[config.mk]
export PLATFORM = sky130hd
export DESIGN_NAME = sym_frame_sequencer
export DESIGN_NICKNAME = d
export VERILOG_FILES = /design/src/rtl/sdr_types_pkg.sv /design/src/rtl/sym_axis_skid.sv /design/src/rtl/sym_frame_sequencer.sv
export SDC_FILE = /design/constraint.sdc
export NUM_CORES = 1
export LEC_CHECK = 0
export ABC_AREA = 1
export BUFFER_PORTS_ARGS = -buffer_cell sky130_fd_sc_hd__buf_4
export CORE_UTILIZATION = 50
export CTS_CLUSTER_SIZE = 25
export DETAILED_ROUTE_END_ITERATION = 6
export PLACE_DENSITY = 0.83
export SYNTH_ARGS = -nofsm -noshare
export SYNTH_HDL_FRONTEND = slang
export SYNTH_SLANG_ARGS = --single-unit
[constraint.sdc]
create_clock -name clk -period 3.85 [get_ports clk]
set_input_delay 0.77 -clock clk [delete_from_list [all_inputs] [get_ports clk]]
set_output_delay 0.77 -clock clk [all_outputs]
set_load 0.005 [all_outputs]
[src/rtl/sdr_types_pkg.sv]
// sdr_types_pkg: shared symbol widths, IQ packing and frame sequencer state type
package sdr_types_pkg;
  localparam int SYM_AXI_W = 32;
  typedef struct packed {
    logic [15:0] i;
    logic [15:0] q;
  } iq_t;
  function automatic logic [SYM_AXI_W-1:0] pack_iq(input logic [15:0] i, input logic [15:0] q);
    return {i, q};
  endfunction
  typedef enum logic [2:0] {IDLE, PRE, PAY, PAD, DRAIN, GUARD, FLUSH} seq_state_t;
  localparam logic [SYM_AXI_W-1:0] ZERO_SYM = pack_iq(16'h0, 16'h0);
endpackage

[src/rtl/sym_axis_skid.sv]
// sym_axis_skid: 2-entry AXIS register slice with registered outputs and full throughput
module sym_axis_skid #(
  parameter int W = 33
) (
  input  logic         clk,
  input  logic         rst,
  input  logic [W-1:0] s_data,
  input  logic         s_valid,
  output logic         s_ready,
  output logic [W-1:0] m_data,
  output logic         m_valid,
  input  logic         m_ready
);
  logic [W-1:0] sk_data;
  logic         sk_valid;
  assign s_ready = !sk_valid;
  always_ff @(posedge clk) begin
    if (rst) begin
      m_valid  <= 1'b0;
      m_data   <= '0;
      sk_valid <= 1'b0;
      sk_data  <= '0;
    end else if (!sk_valid) begin
      if (!m_valid || m_ready) begin
        m_valid <= s_valid;
        m_data  <= s_valid ? s_data : m_data;
      end else if (s_valid) begin
        sk_valid <= 1'b1;
        sk_data  <= s_data;
      end
    end else if (m_ready) begin
      m_data   <= sk_data;
      sk_valid <= 1'b0;
    end
  end
endmodule

[src/rtl/sym_frame_sequencer.sv]
// sym_frame_sequencer: builds preamble/payload/guard symbol frames onto one AXIS master
module sym_frame_sequencer
  import sdr_types_pkg::*;
#(
  parameter int PREAMBLE_LEN = 64,
  parameter int LEN_W        = 16,
  parameter int GUARD_W      = 8
) (
  input  logic                 clk,
  input  logic                 rst,
  input  logic                 start,
  input  logic [LEN_W-1:0]     cfg_payload_len,
  input  logic [GUARD_W-1:0]   cfg_guard_len,
  output logic                 busy,
  output logic                 done,
  output logic                 err_short,
  output logic                 err_long,
  input  logic [SYM_AXI_W-1:0] s_pre_tdata,
  input  logic                 s_pre_tvalid,
  output logic                 s_pre_tready,
  input  logic [SYM_AXI_W-1:0] s_pay_tdata,
  input  logic                 s_pay_tvalid,
  input  logic                 s_pay_tlast,
  output logic                 s_pay_tready,
  output logic [SYM_AXI_W-1:0] m_tdata,
  output logic                 m_tvalid,
  output logic                 m_tlast,
  input  logic                 m_tready
);
  seq_state_t           state, tail;
  logic [LEN_W-1:0]     cnt, pay_len;
  logic [GUARD_W-1:0]   grd_len;
  logic [SYM_AXI_W-1:0] in_data;
  logic                 in_valid, in_last, sl_ready, hs, pre_end, pay_end, grd_end, flush_ok;
  always_comb begin
    pre_end      = cnt == LEN_W'(PREAMBLE_LEN - 1);
    pay_end      = cnt == pay_len - LEN_W'(1);
    grd_end      = cnt == LEN_W'(grd_len) - LEN_W'(1);
    tail         = grd_len == '0 ? FLUSH : GUARD;
    in_valid     = state == PRE ? s_pre_tvalid : state == PAY ? s_pay_tvalid : (state == PAD || state == GUARD);
    in_data      = state == PRE ? s_pre_tdata : state == PAY ? s_pay_tdata : ZERO_SYM;
    in_last      = state == PRE ? (pre_end && pay_len == '0 && grd_len == '0) :
                   (state == PAY || state == PAD) ? (pay_end && grd_len == '0) :
                   (state == GUARD && grd_end);
    s_pre_tready = state == PRE && sl_ready;
    s_pay_tready = state == PAY ? sl_ready : state == DRAIN;
    hs           = in_valid && sl_ready;
    flush_ok     = sl_ready && (!m_tvalid || m_tready);
  end
  always_ff @(posedge clk) begin
    if (rst) begin
      state     <= IDLE;
      cnt       <= '0;
      pay_len   <= '0;
      grd_len   <= '0;
      busy      <= 1'b0;
      done      <= 1'b0;
      err_short <= 1'b0;
      err_long  <= 1'b0;
    end else begin
      done      <= 1'b0;
      err_short <= 1'b0;
      err_long  <= 1'b0;
      case (state)
        IDLE: if (start) begin
          pay_len <= cfg_payload_len;
          grd_len <= cfg_guard_len;
          busy    <= 1'b1;
          cnt     <= '0;
          state   <= PRE;
        end
        PRE: if (hs) begin
          cnt   <= pre_end ? '0 : cnt + LEN_W'(1);
          state <= !pre_end ? PRE : pay_len != '0 ? PAY : tail;
        end
        PAY: if (hs) begin
          cnt       <= pay_end ? '0 : cnt + LEN_W'(1);
          err_long  <= pay_end && !s_pay_tlast;
          err_short <= !pay_end && s_pay_tlast;
          state     <= pay_end ? (s_pay_tlast ? tail : DRAIN) : (s_pay_tlast ? PAD : PAY);
        end
        PAD: if (hs) begin
          cnt   <= pay_end ? '0 : cnt + LEN_W'(1);
          state <= pay_end ? tail : PAD;
        end
        DRAIN: if (s_pay_tvalid && s_pay_tlast) state <= tail;
        GUARD: if (hs) begin
          cnt   <= grd_end ? '0 : cnt + LEN_W'(1);
          state <= grd_end ? FLUSH : GUARD;
        end
        FLUSH: if (flush_ok) begin
          busy  <= 1'b0;
          done  <= 1'b1;
          state <= IDLE;
        end
        default: state <= IDLE;
      endcase
    end
  end
  sym_axis_skid #(.W(SYM_AXI_W + 1)) u_skid (
    .clk     (clk),
    .rst     (rst),
    .s_data  ({in_last, in_data}),
    .s_valid (in_valid),
    .s_ready (sl_ready),
    .m_data  ({m_tlast, m_tdata}),
    .m_valid (m_tvalid),
    .m_ready (m_tready)
  );
endmodule

== After elaboration in Yosys (flattened, before gate mapping) ==
Index checks and enable logic that the tools add are counted.
Word-level totals
  register bits after elaboration: 115
  output and inout port bits: 40
  word-level logic and storage cells: 116
Operators by class
  add/subtract/negate cells: 3
  eq/ne operators: 18
  muxes and demuxes: 43
  bitwise gates (word level): 5
  reduce and logical (&&, ||, !) cells: 35
Operator list (number)
  $mux W33: 4
  $mux W16: 7
  $mux W32: 2
  $pmux W16 S4: 1
  $mux W3: 11
  $eq A16 B16 Y1: 2
  $pmux W3 S7: 1
  $add A16 B1 Y16 const B: 1
  $eq A16 B6 Y1 const B: 1
  $logic_not A16 Y1: 1
  $reduce_bool A16 Y1: 1
  $sub A16 B1 Y16 const B: 1
  $ne A2 B2 Y1 const B: 7
  $mux W1: 13
  $logic_and A1 B1 Y1: 10
  $eq A3 B3 Y1 const B: 3
  $reduce_and A3 Y1: 3
  $sub A8 B1 Y9 const B: 1
  $logic_not A8 Y1: 1
  $reduce_and A7 Y1: 1
  $eq A3 B2 Y1 const B: 2
  $mux W2: 3
  $reduce_bool A2 Y1: 3
  $not A1 Y1: 5
  other kinds (11): 19

== Longest topological paths before layout ==
Gate-level depths: netlist of the first run.
  depth in word-level cells: 8
  depth in mapped cells: 16
  gate-level depth less buffers: 16

== Cells and area by module ==
From an unflattened synthesis of the first run, not the netlist that was laid out.
Unflattened totals
  cell total of the unflattened synthesis: 1085
  area total of the unflattened synthesis: 6936.7 sq um
Modules (own cells, without submodules)
  sym_frame_sequencer: instances 1, cells each 611, area each 3920.0 sq um, seq. area each 940.9 sq um
  sym_axis_skid: instances 1, cells each 474, area each 3016.6 sq um, seq. area each 1361.3 sq um

== Worst setup path after synthesis of the first run ==
Ideal clock, no wire load.
  path type: reg2out
  from: register state[2]
  to: output s_pay_tready
  arrival: 1.139 ns
  required time: 3.080 ns
  setup slack: 1.941 ns
  stages on the path, launching flop included: 8
  path buffers: 2
  cells stage by stage: dfxtp_1 buf_4 inv_4 nand2_4 nor2_8 buf_1 nand2_1 nand2_1
On the way
  word-level cells in the longest chain between the ends: 2
RTL lines
  from (decl): line sym_frame_sequencer.sv:30  | seq_state_t state, tail;
  from (signal assigned): line sym_frame_sequencer.sv:74  | state <= !pre_end ? PRE : pay_len != '0 ? PAY : tail;
  from (signal assigned): line sym_frame_sequencer.sv:80  | state <= pay_end ? (s_pay_tlast ? tail : DRAIN) : (s_pay_tlast ? PAD : PAY);
  from (signal assigned): line sym_frame_sequencer.sv:84  | state <= pay_end ? tail : PAD;
  $eq A3 B3 Y1 / $eq A3 B2 Y1 (equally long branches): line sym_frame_sequencer.sv:46  | s_pay_tready = state == PAY ? sl_ready : state == DRAIN;
  $mux W1 *: line sym_frame_sequencer.sv:46
  to (decl): line sym_frame_sequencer.sv:24  | output logic s_pay_tready,
Mark *: on every way between the ends. The rest lies on a longest branch, timed or not.

== Final worst setup path of the first run ==
  from: register state[0]
  to: register u_skid.sk_data[32]
On the way
  word-level cells in the longest chain between the ends: 5
RTL lines
  $eq A3 B2 Y1 / $eq A3 B3 Y1 (equally long branches): line sym_frame_sequencer.sv:40, sym_frame_sequencer.sv:43, sym_frame_sequencer.sv:44
  $logic_or A1 B1 Y1: line sym_frame_sequencer.sv:40  | in_valid = state == PRE ? s_pre_tvalid : state == PAY ? s_pay_tvalid : (state == PAD || state == GUARD);
  $mux W1 (2 in a row): line sym_frame_sequencer.sv:40
  $reduce_and A3 Y1 (no line)
  to (signal assigned): line sym_axis_skid.sv:29  | sk_data <= s_data;
  to (decl): line sym_axis_skid.sv:14  | logic [W-1:0] sk_data;
Several ways; a longest one is shown, not always the timed one.
A chain may end at the register's enable or synchronous reset.

==> run summary, run 1 <==
Peak VDD IR - 303 uV
Cell variety after synth - 44
F_max - 0.349 GHz
Setup TNS - 0 ns
ANT cells - 0
Core Util, Final - 0.637
Routed WL - 17300 um
DRC viols - 0
Slew margin rel. - 0.216
Cells after Synth - 939
Die height - 115 um
Yosys top cell area share - 0.359
Slew Limit Fails - 0
Via count - 6699
Hold path startpoint - u_skid.sk_data[3]
Max-capacitance violation count - 0
CP max-delay cell - nand2_2
Final nets - 1144
Initial antenna violation count - 0
Root Buffer Master - clkbuf_16
# IOs - 135
Final ANT Viol Nets - 0
EDFF count, synth - 0
CTS Buf Count - 17
Hold-fix buffers at CTS - 0
Buf/Inv on CP - 4
CTS tree - yes
Synth Net Count - 1037
Launch point of the worst path - state[0]
TritonRoute pass-1 iters - 5
Critical Path Fanout Max - 35
Synth warnings - 0
Die Wd - 115 um
R2R Path Start - state[0]
Vias per cell - 5.45
Vias in the first global route - 6171
Fraction of registers with async set/reset - 0
Syn_area_per_cell - 6.84 um2
Overall Power - 3610 uW
Period minus WS final - 2.87 ns
RSZ-0062 raised after global routing - no
Final Setup Violations - 0
Global-route wire length before repair - 28300 um
Slack of the critical path - 0.981 ns
Hold Fails Final Rpt - 0
Delay-heaviest family, CP - simple AND/OR/NAND/NOR gates
Max clock buf depth - 2
Clk sinks - 115
Starting DRT DRC Count - 499
Final hold slack - 0.461 ns
WS Path Type - register to register
Arr. time, crit path - 3.23 ns
DP Wirelength - 11800 um
CORE AREA - 12600 um2
Worst Skew - 0.00735 ns
CP Data Required Time - 4.21 ns
Power density cells - 451 nW/um2
GP Congestion - 0.894
Largest net degree at the start of global routing - 49
CP endpoint kind - register
Post-CTS Setup Bufs - 0
Area grow syn2layout - 24.6%
Dpl ws - 0.976 ns
Leading area contributor after synthesis - dfxtp_1
Clock latency at the later pin of the worst-skew pair - 0.42 ns
Worst min path class - register to register
Tot GR Track Use - 0.269
Wire per inst - 14.1 um
Starting density of the core - 0.511
CP cell instances - nand2_2 -> inv_2 -> nand2_4 -> inv_4 -> nand2_2 -> nand2_2 -> nand2_2 -> inv_2 -> nand2_2 -> a21oi_1 -> o21ai_0 -> inv_1
Post-synth design cell area - 6420 um2
PostCTS Resize Cnt - 0
Clock slew at reported path FFs - 0.05 ns
Congestion Overflow GR - 0
Actual slew at the worst max-slew pin - 1.18 ns
Most used DFF post-synth - dfxtp_1
CP peak stage delay - 0.57 ns
P_leak - 0.00348 uW
Crit path top cell by count - nand2_2
CTS H-tree depth - 4
Startpoint types - register
Final Cycle Share - 0.745
Row count - 41
Synth area leaders - dfxtp_1 (36%), nand2_1 (14%), nand3_1 (6.2%)
Port bufs - 134
Share of layout cells above drive strength 1 - 0.198
Die area - 13300 um2
Flops & latches, synth - 115
Status - finished clean
Register area share after synthesis - 0.359
==> state kept, by name, indices dropped and copies added (netlist names) <==
| name | count |
|---|---|
| err_long | 1 |
| busy | 1 |
| u_skid.m_data | 33 |
| u_skid.m_valid | 1 |
| done | 1 |
| u_skid.sk_data | 33 |
| u_skid.sk_valid | 1 |
| grd_len | 8 |
| state | 3 |
| cnt | 16 |
| err_short | 1 |
| pay_len | 16 |
==> power breakdown <==
part / total [uW] / internal, uW / switching [uW]
registers: 1330 / 1270 / 61.3
logic: 799 / 320 / 478
clock network: 1480 / 935 / 549
total: 3610 / 2520 / 1090
==> Yosys cell counts, drive strengths merged (22+ instances only) <==
cell type,n
nor2,84
a31oi,32
nand3,81
clkbuf,30
buf,22
nand2,247
dfxtp,115
a21oi,67
xor2,22
inv,80
o21ai,78
a22o,32
==> kinds of logic (layout without fill, tap and decap cells) <==
logic type      Yosys count  count (layout)  synth area share
simple gates            447             447             0.316
compound gates          214             214             0.197
buf+inv                 136             255            0.0904
flops                   115             115             0.359
xor+xnor                 24              24            0.0327
fa+ha+maj                 3               3           0.00585
==> per-layer routing <==
| metal | wire length (um) | GRT usage | up-vias |
|---|---|---|---|
| met4 | 470 | 0.119 | 0 |
| met5 | 0 | 0 | - |
| met2 | 8060 | 0.436 | 259 |
| met3 | 1370 | 0.0685 | 41 |
| li1 | - | - | 3366 |
| met1 | 7420 | 0.337 | 3033 |
==> metrics by stage <==
step	area (um2)	cells
after floorplan	6420	939
after global placement	7440	1199
after detailed placement	7440	1199
after CTS	8000	1230
after global routing	8000	1230
final	8000	1230
==> final cells by class <==
class	instances	area, um2
Inverter	84	325
Tap cell	172	215
Sequential cell	115	2300
Timing Repair Buffer	140	1060
Clock inverter	7	76.3
Clock buffer	24	482
Fill cell	1104	4570
Multi-Input combinational cell	688	3540
==> cell usage in the layout (no fill, tap or decap), types with 19 or more instances in the layout <==
| master | instances |
|---|---|
| nand2_1 | 233 |
| buf_4 | 139 |
| dfxtp_1 | 115 |
| nand3_1 | 80 |
| nor2_1 | 74 |
| o21ai_0 | 74 |
| inv_1 | 68 |
| a21oi_1 | 65 |
| a22o_1 | 32 |
| a31oi_1 | 32 |
| xor2_1 | 22 |
| nand4_1 | 19 |
==> path summary, 6_finish.rpt <==
kind                   endpoint  slack, ns  cells past startpoint
max reg2reg  u_skid.sk_data[32]       0.98                     12
max          u_skid.sk_data[32]       0.98                     12
min           u_skid.sk_data[3]       0.46                      2
min reg2reg   u_skid.sk_data[3]       0.46                      2
==> worst reg2reg max path, delay by kind of cell, from the launching register on <==
family	cells	cell delay, ns
compound gates	2	0.38
buf+inv	4	0.89
flops	1	0.54
simple gates	6	1.02
No activity file was read; power rests on OpenSTA's default activity.
==> inputs of run 2 (changes only) <==
ABC_AREA = 0   (was 1)
PLACE_DENSITY = 0.84   (was 0.83)
clock period = 3 ns   (was 3.85 ns; I/O delays follow)
==> run 2 against run 1 <==
Critical path depth decreased by 4; design area decreased by 2.5%; clock-buffer cell count decreased by 6; synthesized cell count decreased by 14%; critical endpoint is now cnt[7]; the run now ends with DRC left; first-iteration DRC count decreased by 5.2%; highest routed layer unchanged.
==> run summary, run 2 <==
Flops & latches, synth - 115 (unchanged)
Final Setup Violations - 0 (unchanged)
FILL cells - 975 (-12%)
DP Wirelength - 10700 um (-9.0%)
Global-route wire length before repair - 26200 um (-7.4%)
Slew margin rel. - 0.412 (+0.196)
Actual slew at the worst max-slew pin - 0.882 ns (-0.293 ns)
# IOs - 135 (unchanged)
Yosys top cell area share - 0.379 (+0.0198)
Area grow syn2layout - 28.2%
Setup TNS - 0 ns (unchanged)
Top Registers - u_skid.m_data x33, u_skid.sk_data x33
Hold Fails Final Rpt - 0 (unchanged)
Met2 Routed Length - 7760 um (-3.7%)
Vias per cell - 5.63 (+3.3%)
RSZ-0062 raised after global routing - no
EDFF count, synth - 0 (unchanged)
Period minus WS final - 2.84 ns (-0.0269 ns)
P_leak - 0.00299 uW (-14%)
CP max-delay cell - or4_2
Root Buffer Master - clkbuf_16
Peak VDD IR - 430 uV (+42%)
F_max - 0.352 GHz (+0.95%)
CORE AREA - 11600 um2 (-7.6%)
WS Path Type - register to register
Critical Path Fanout Max - 9 (-74%)
Startpoint types - register
Most common cell in the netlist - nand2_1
Worst min path class - input pin to register
Met3 wire length - 897 um (-35%)
Buf/Inv on CP - 0 (-4)
Via count - 6060 (-9.5%)
Vias in the first global route - 5537 (-10%)
CP cell instances - or4_2 -> nor4_2 -> xnor2_1 -> o211ai_1 -> or4_4 -> a2bb2oi_2 -> o21ai_1 -> a21o_1
Cell variety after synth - 68 (+55%)
Status - finished, violations left
Worst Skew - 0.0119 ns (+0.00459 ns)
CTS tree - yes
Top Metal Used - met4
Violated checks - DRC
CTS H-tree depth - 4 (unchanged)
Clock latency at the later pin of the worst-skew pair - 0.42 ns (about the same)
Dpl ws - 0.114 ns (-0.862 ns)
Clk sinks - 115 (unchanged)
Synth warnings - 0 (unchanged)
Synth Net Count - 903 (-13%)
Final ANT Viol Nets - 0 (unchanged)
CP peak stage delay - 0.67 ns (+0.10 ns)
CP endpoint kind - register
Share of layout cells above drive strength 1 - 0.236 (+0.0371)
Multi-input logic area - 3470 um2 (-1.8%)
Wire per inst - 14.8 um (+5.1%)
Port bufs - 134 (unchanged)
R2R Path Start - pay_len[8]
Die Wd - 112 um (-2.6%)
Delay-heaviest family, CP - simple AND/OR/NAND/NOR gates
Row count - 39 (-4.9%)
Max-capacitance violation count - 0 (unchanged)
Slew Limit Fails - 0 (unchanged)
Most used DFF post-synth - dfxtp_1
Register area - 2300 um2 (about the same)
Most frequent cells after synthesis - nand2_1 (171), dfxtp_1 (115), nor2_1 (70)
Fraction of registers with async set/reset - 0 (unchanged)
Most common library cell in the layout ignoring fill and taps - nand2_1
Congestion Overflow GR - 0 (unchanged)
Clock slew at reported path FFs - 0.05 ns (about the same)
Hold path startpoint - s_pay_tlast
Synth area leaders - dfxtp_1 (38%), nand2_1 (11%), a21oi_1 (5.7%)
Register area share after synthesis - 0.379 (+0.0198)
GP Congestion - 0.912 (+2.0%)
Power density cells - 533 nW/um2 (+18%)
Post-synth design cell area - 6080 um2 (-5.2%)
Largest net degree at the start of global routing - 65 (+33%)
Syn_area_per_cell - 7.56 um2 (+11%)
DRC viols - 3 (+3)
ANT cells - 0 (unchanged)
Launch point of the worst path - pay_len[8]
Initial antenna violation count - 0 (unchanged)
Most frequent cells in the layout - nand2_1 (171), buf_4 (158), dfxtp_1 (114)
Routed WL - 15900 um (-8.0%)
Die height - 112 um (-2.6%)
Starting density of the core - 0.524 (+0.0130)
Arr. time, crit path - 3.16 ns (-0.07 ns)
Final Cycle Share - 0.947 (+0.202)
Slack of the critical path - 0.158 ns (-0.823 ns)
Max clock buf depth - 2 (unchanged)
Tot GR Track Use - 0.258 (-0.0108)
Metal-1 WL - 7070 um (-4.7%)
CP Data Required Time - 3.31 ns (-0.90 ns)
Starting DRT DRC Count - 473 (-5.2%)
TritonRoute pass-1 iters - 7 (+2)
Die area - 12600 um2 (-5.2%)
Leading area contributor after synthesis - dfxtp_1
Cells after Synth - 805 (-14%)
CTS Buf Count - 17 (unchanged)
Final nets - 1019 (-11%)
run 2: changes by cell type after synthesis, moves of 23 or more:
cell | previous run | this run
nand3_1 | 80 | 13
a211oi_1 | 0 | 36
a22oi_1 | 1 | 33
inv_1 | 68 | 12
nand2_1 | 233 | 171
a31oi_1 | 32 | 3
o21ai_0 | 74 | 43
clkbuf_1 | 29 | 52
a22o_1 | 32 | 0
run 2: logic make-up after synthesis:
family,count (synthesis),synth area share
flip-flops,115,0.379
multiplexers,4,0.00679
XOR/XNOR,37,0.0533
adder cells (fa/ha/maj),3,0.00617
AO/OA/AOI/OAI,226,0.239
buffers and inverters,77,0.0564
AND/OR/NAND/NOR,343,0.260
run 2: area by class of cell:
| class | instances | area share |
|---|---|---|
| repair buffers | 160 | 0.157 |
| flip-flops and latches | 115 | 0.295 |
| clock buffers | 18 | 0.0563 |
| inverters | 13 | 0.00626 |
| clock inverters | 14 | 0.0167 |
| well taps | 143 | 0.0229 |
| multi-input cells | 614 | 0.445 |
run 2: power by group:
| group | switching [uW] | internal [uW] |
|---|---|---|
| registers | 34.3 | 1570 |
| logic | 328 | 294 |
| clock network | 766 | 1170 |
run 2: final timing paths:
kind	to	slack (ns)	cells after the start
max	cnt[7]	0.16	8
min	err_long	0.41	2
max reg2reg	cnt[7]	0.16	8
min reg2reg	u_skid.m_data[3]	0.45	2
run 2: per-stage QoR:
stage / std cells / hold WS [ns] / utilization / area (um2) / total power (uW)
2_1_floorplan: 805 / 0.448 / - / 6080 / 2010
3_3_place_gp: 1043 / 0.439 / 0.620 / 7200 / 2230
3_5_place_dp: 1043 / 0.446 / 0.620 / 7200 / 2240
4_1_cts: 1075 / 0.390 / 0.669 / 7770 / 4170
5_1_grt: 1077 / 0.399 / 0.671 / 7800 / 4330
6_report: 1077 / 0.408 / 0.671 / 7800 / 4160
run 2: metal layers:
layer	up-vias	GRT usage
li1	3066	-
met1	2797	0.323
met2	176	0.430
met3	21	0.0724
met4	0	0.0836
met5	-	0
run 2: what timing repair did:
| action | CTS | global route |
|---|---|---|
| gates resized for setup | 0 | 1 |
| hold buffers | 0 | 0 |
| endpoints found under the setup margin | 0 | 5 |
| buffers inserted | 0 | 1 |
